## config.mk

```make
export PLATFORM = sky130hd
export DESIGN_NAME = prio_scan_enc
export DESIGN_NICKNAME = d
export VERILOG_FILES = /design/src/rtl/prio_scan_enc.sv
export SDC_FILE = /design/constraint.sdc
export NUM_CORES = 1
export LEC_CHECK = 0
export ABC_AREA = 1
export CORE_MARGIN = 5
export CORE_UTILIZATION = 50
export CTS_CLUSTER_DIAMETER = 120
export DETAILED_ROUTE_END_ITERATION = 8
export PLACE_DENSITY = 0.92
export RECOVER_POWER = 25
export SETUP_SLACK_MARGIN = 0.2
export SLEW_MARGIN = 20
export SYNTH_ARGS = -nofsm -noshare
export SYNTH_HDL_FRONTEND = slang
export SYNTH_SLANG_ARGS = --single-unit
```

## constraint.sdc

```tcl
create_clock -name clk -period 2.9 [get_ports clk]
set_input_delay 0.58 -clock clk [delete_from_list [all_inputs] [get_ports clk]]
set_output_delay 0.58 -clock clk [all_outputs]
set_load 0.02 [all_outputs]
```

## src/rtl/prio_scan_enc.sv

```systemverilog
// Sequential priority scanner: captures an N-bit request vector and emits
// every set index, highest first, over a valid/ready output handshake.
//
// Ports:
//   clk        rising-edge clock
//   rst        synchronous active-high reset
//   d          request vector, d[N-1] highest priority
//   load       capture d while in_ready=1
//   in_ready   idle and able to capture
//   a          index of current highest pending bit (0 when !valid)
//   valid      a is meaningful
//   out_ready  consumer accepts a this cycle
//   last       a is the final pending index of this vector
//   none       one-cycle pulse after an all-zero vector was loaded
//   remaining  (PRIO_SCAN_CNT_EN only) indices left incl. current one
//
// Optional feature macro: PRIO_SCAN_CNT_EN adds the remaining counter.
module prio_scan_enc #(
  parameter int N    = 8,
  parameter int IDXW = $clog2(N)
) (
  input  logic            clk,
  input  logic            rst,
  input  logic [N-1:0]    d,
  input  logic            load,
  output logic            in_ready,
  output logic [IDXW-1:0] a,
  output logic            valid,
  input  logic            out_ready,
  output logic            last,
  output logic            none
`ifdef PRIO_SCAN_CNT_EN
  ,
  output logic [IDXW:0]   remaining
`endif
);

  typedef enum logic {
    S_IDLE,
    S_SCAN
  } state_t;

  state_t          r_state;
  state_t          w_state_nxt;
  logic [N-1:0]    r_mask;
  logic [N-1:0]    w_mask_nxt;
  logic            r_none;
  logic            w_none_nxt;
  logic [IDXW-1:0] w_hi_idx;
  logic            w_one_left;
  logic            w_scan;

  // Ascending loop so the highest set bit wins.
  always_comb begin
    w_hi_idx = '0;
    for (int i = 0; i < N; i++) begin
      if (r_mask[i]) w_hi_idx = IDXW'(i);
    end
  end

  // Exactly one bit set: clearing the lowest set bit leaves nothing.
  assign w_one_left = (r_mask != '0) &&
                      ((r_mask & (r_mask - N'(1))) == '0);

  assign w_scan = (r_state == S_SCAN);

  always_ff @(posedge clk) begin
    if (rst) begin
      r_state <= S_IDLE;
      r_mask  <= '0;
      r_none  <= 1'b0;
    end else begin
      r_state <= w_state_nxt;
      r_mask  <= w_mask_nxt;
      r_none  <= w_none_nxt;
    end
  end

  always_comb begin
    w_state_nxt = r_state;
    w_mask_nxt  = r_mask;
    w_none_nxt  = 1'b0;
    unique case (r_state)
      S_IDLE: begin
        if (load) begin
          if (d != '0) begin
            w_mask_nxt  = d;
            w_state_nxt = S_SCAN;
          end else begin
            w_none_nxt = 1'b1;
          end
        end
      end
      S_SCAN: begin
        if (out_ready) begin
          w_mask_nxt = r_mask & ~(N'(1) << w_hi_idx);
          if (w_one_left) w_state_nxt = S_IDLE;
        end
      end
      default: begin
        w_state_nxt = S_IDLE;
        w_mask_nxt  = '0;
      end
    endcase
  end

  assign in_ready = ~w_scan;
  assign valid    = w_scan;
  assign a        = w_scan ? w_hi_idx : '0;
  assign last     = w_scan & w_one_left;
  assign none     = r_none;

`ifdef PRIO_SCAN_CNT_EN
  localparam int CW = IDXW + 1;

  logic [CW-1:0] r_remaining;
  logic [CW-1:0] w_pop_d;

  always_comb begin
    w_pop_d = '0;
    for (int i = 0; i < N; i++) begin
      w_pop_d = w_pop_d + CW'(d[i]);
    end
  end

  always_ff @(posedge clk) begin
    if (rst) begin
      r_remaining <= '0;
    end else if (!w_scan && load) begin
      r_remaining <= w_pop_d;
    end else if (w_scan && out_ready) begin
      r_remaining <= r_remaining - CW'(1);
    end
  end

  assign remaining = r_remaining;
`endif

endmodule

```

==> out/qor.csv <==
stage,metric,value,unit
worst_setup_path,cp_slowest_cell,clkdlybuf4s50_1,
synth,ys_ff_latch,10,
pwr,powerDensity,470,nW/um2
routing,ant_nets,0,
worst_setup_path,endpoint_kind,output pin,
outcome,status,completed,
layout,area_delta_synth_final,28.3,%
worst_setup_path,critPathMaxStageDelay,630,ps
clocking,clkTransAtPathRegs,60,ps
timing,drv_slew,0,
floorplanning,rows,13,
clocking,holdBufCountCts,0,
flow_run,cap_viol_max_count,0,
clocking,cts-buffers-inserted,3,
clocking,post_cts_buffers,0,
timing,fmax,402,MHz
clocking,insertion_delay,260,ps
place,hpwlAfterDp,1.46,mm
synth,synth_edf_count,0,
worst_setup_path,critPathLaunchType,register,
place,gp_congestion,0.965,
timing,rsz0062_at_grt,no,
synth,synthMuxAreaShare,0,%
worst_hold_path,holdPathEnd,r_mask[2],
timing,finalHoldViolCount,0,
layout,seq_area,200,um2
routing,drt-total-wl,1.83,mm
timing,worst_pin_slew,517,ps
synth,synth_top_family_by_area,simple AND/OR/NAND/NOR gates,
synth,seq_area_frac_synth,27.3,%
worst_setup_path,critical_path_arrival,1910,ps
pwr,ir_drop,0.380,mV
clocking,root_buffer,clkbuf_4,
floorplanning,die_area,2330,um2
worst_setup_path,reg2reg_depth,7,
timing,fin_skew,1.15,ps
layout,drive_above_1_share,17.6,%
timing,whs,512,ps
synth,syn_inst,116,
worst_hold_path,hp-class,reg -> reg,
synth,synth-adder-area-share,0,%
timing,finalSetupTns,0,ps
timing,slew_headroom,65.4,%
routing,viasPerCell,5.26,
synth,yosysWarningCount,0,
timing,finalCritPeriodShare,85.7,%
layout,multiInputGateArea,438,um2
layout,nets,149,
synth,ys.flop_type,dfxtp_1,
worst_setup_path,crit_chain,nor2_1 -> nand2_2 -> o21ai_2 -> inv_2 -> nor4_2 -> clkdlybuf4s50_1,
worst_setup_path,rrSetupSlack,1290,ps
grt,antenna_found_initial,0,
routing,vias,794,
floorplanning,initial_core_util,54.3,%
clocking,ctsLongestPathBuffers,2,
synth,yosys.area_share.simple,43.3,%
place,port_buffers,18,
worst_setup_path,worst_ep_required_time,2320,ps
worst_setup_path,r2r-start,valid,
synth,synthDistinctLibCells,24,
layout,diodes,0,
worst_setup_path,path_buf_inv,2,
floorplanning,coreArea,1350,um2
timing,setup_viol,0,
synth,syn-num-nets,128,
routing,routedWlPerCell,12.1,um
layout,utilization,69.7,%
worst_hold_path,min_from,r_mask[2],
grt,grt-ovfl-total,0,
grt,grt_pass1_wl,3.04,mm
worst_setup_path,critical_path_class,reg -> out,
floorplanning,ios,19,
routing,drtPass1Iterations,4,
grt,grt_pass1_vias,767,
routing,drtIter0Drc,22,
layout,nFillCells,123,
worst_setup_path,critical-path-top-delay-family,buffers and inverters,
clocking,htree_levels,1,
synth,synth_compound_area_share,17.9,%
floorplanning,die_w,48.3,um
synth,postSynth.asyncResetShare,0,%
clocking,tritoncts,yes,
grt,grt_use_total,18.9,%
worst_hold_path,hold_path_depth,2,
timing,period_minus_slack,2490,ps
worst_setup_path,rr_endpoint,r_mask[0],
clocking,clkSinkCount,10,
synth,avgSynthCellArea,6.32,um2
worst_setup_path,crit_fanout,5,
clocking,cts_resized,0,
synth,synth_area,733,um2
routing,drc,0,
grt,grt_max_degree,13,
synth,synth_xor_area_share,0,%
pwr,power.leakage,0.424,nW
floorplanning,fp.dieH,48.3,um
[power by group]
group | internal (mW) | switching [mW]
registers | 0.147 | 0.0143
logic | 0.0663 | 0.0940
clock network | 0.0761 | 0.0441
total | 0.290 | 0.152
[how the worst max path moves through the flow]
stage / start / to / slack [ps] / cells after the start
finish: r_mask[1] / last / 410 / 6
global route: valid / last / 290 / 3
CTS: r_mask[1] / last / 400 / 6
detailed placement: r_mask[1] / last / 680 / 6
global placement: valid / last / 720 / 3
floorplan: valid / last / 960 / 4
[synth_stat cells, types with 2 or more instances]
master | count | area [um2]
nand2_1 | 30 | 113
nand3_2 | 2 | 20.0
nor2_1 | 11 | 41.3
inv_2 | 5 | 18.8
nand4_1 | 4 | 25.0
nand2_2 | 3 | 18.8
dfxtp_1 | 10 | 200
a21oi_1 | 5 | 25.0
o21ai_1 | 6 | 30.0
nor2_2 | 3 | 18.8
nand3_1 | 9 | 45.0
o21ai_0 | 3 | 15.0
a21oi_2 | 3 | 26.3
inv_1 | 12 | 45.0
[routing by layer]
layer	wire length, um	part of all wire [%]	GRT usage, %	up-vias
met1	756	41	21.8	352
li1	-	-	-	413
met4	13	0.71	8.06	0
met2	930	51	33.6	27
met5	0	0	0	-
met3	126	6.9	3.32	2
[through the flow]
stage	cell area (um2)	power (mW)	setup slack, ps	cells
6_report	941	0.442	415	151
4_1_cts	952	0.447	399	151
3_5_place_dp	916	0.326	682	147
5_1_grt	941	0.474	294	151
2_1_floorplan	733	0.275	957	116
3_3_place_gp	916	0.322	716	147
[sequential cells by signal, indices dropped and copies added (netlist names)]
signal  flops
valid       1
none        1
r_mask      8
[cell type report]
| type | count | area share, % |
|---|---|---|
| flip-flops and latches | 10 | 21.3 |
| repair buffers | 18 | 19.1 |
| multi-input cells | 86 | 46.5 |
| clock buffers | 4 | 3.86 |
| well taps | 15 | 1.99 |
| inverters | 18 | 7.18 |
[kinds of logic (layout without fill, tap and decap cells)]
| kind of cell | count (synthesis) | after routing |
|---|---|---|
| AOI/OAI and AO/OA | 20 | 20 |
| buffers and inverters | 20 | 40 |
| DFF | 10 | 10 |
| and+or+nand+nor | 66 | 66 |
[layout by cell type, fill, tap and decap left out, types with 5 or more instances in the layout]
| cell type | count |
|---|---|
| inv_1 | 12 |
| o21ai_1 | 5 |
| nor2_1 | 11 |
| nand3_1 | 9 |
| nand2_1 | 30 |
| clkdlybuf4s50_1 | 17 |
| a21oi_1 | 5 |
| dfxtp_1 | 10 |
| inv_2 | 5 |
[worst reg2reg max path: cells and delay by family, from the launching register on]
kind | cells | cell delay, ps
DFF | 1 | 530
and+or+nand+nor | 4 | 440
AOI/OAI and AO/OA | 2 | 380
buffers and inverters | 1 | 200
Note: power is estimated with default switching activity, not from simulation.
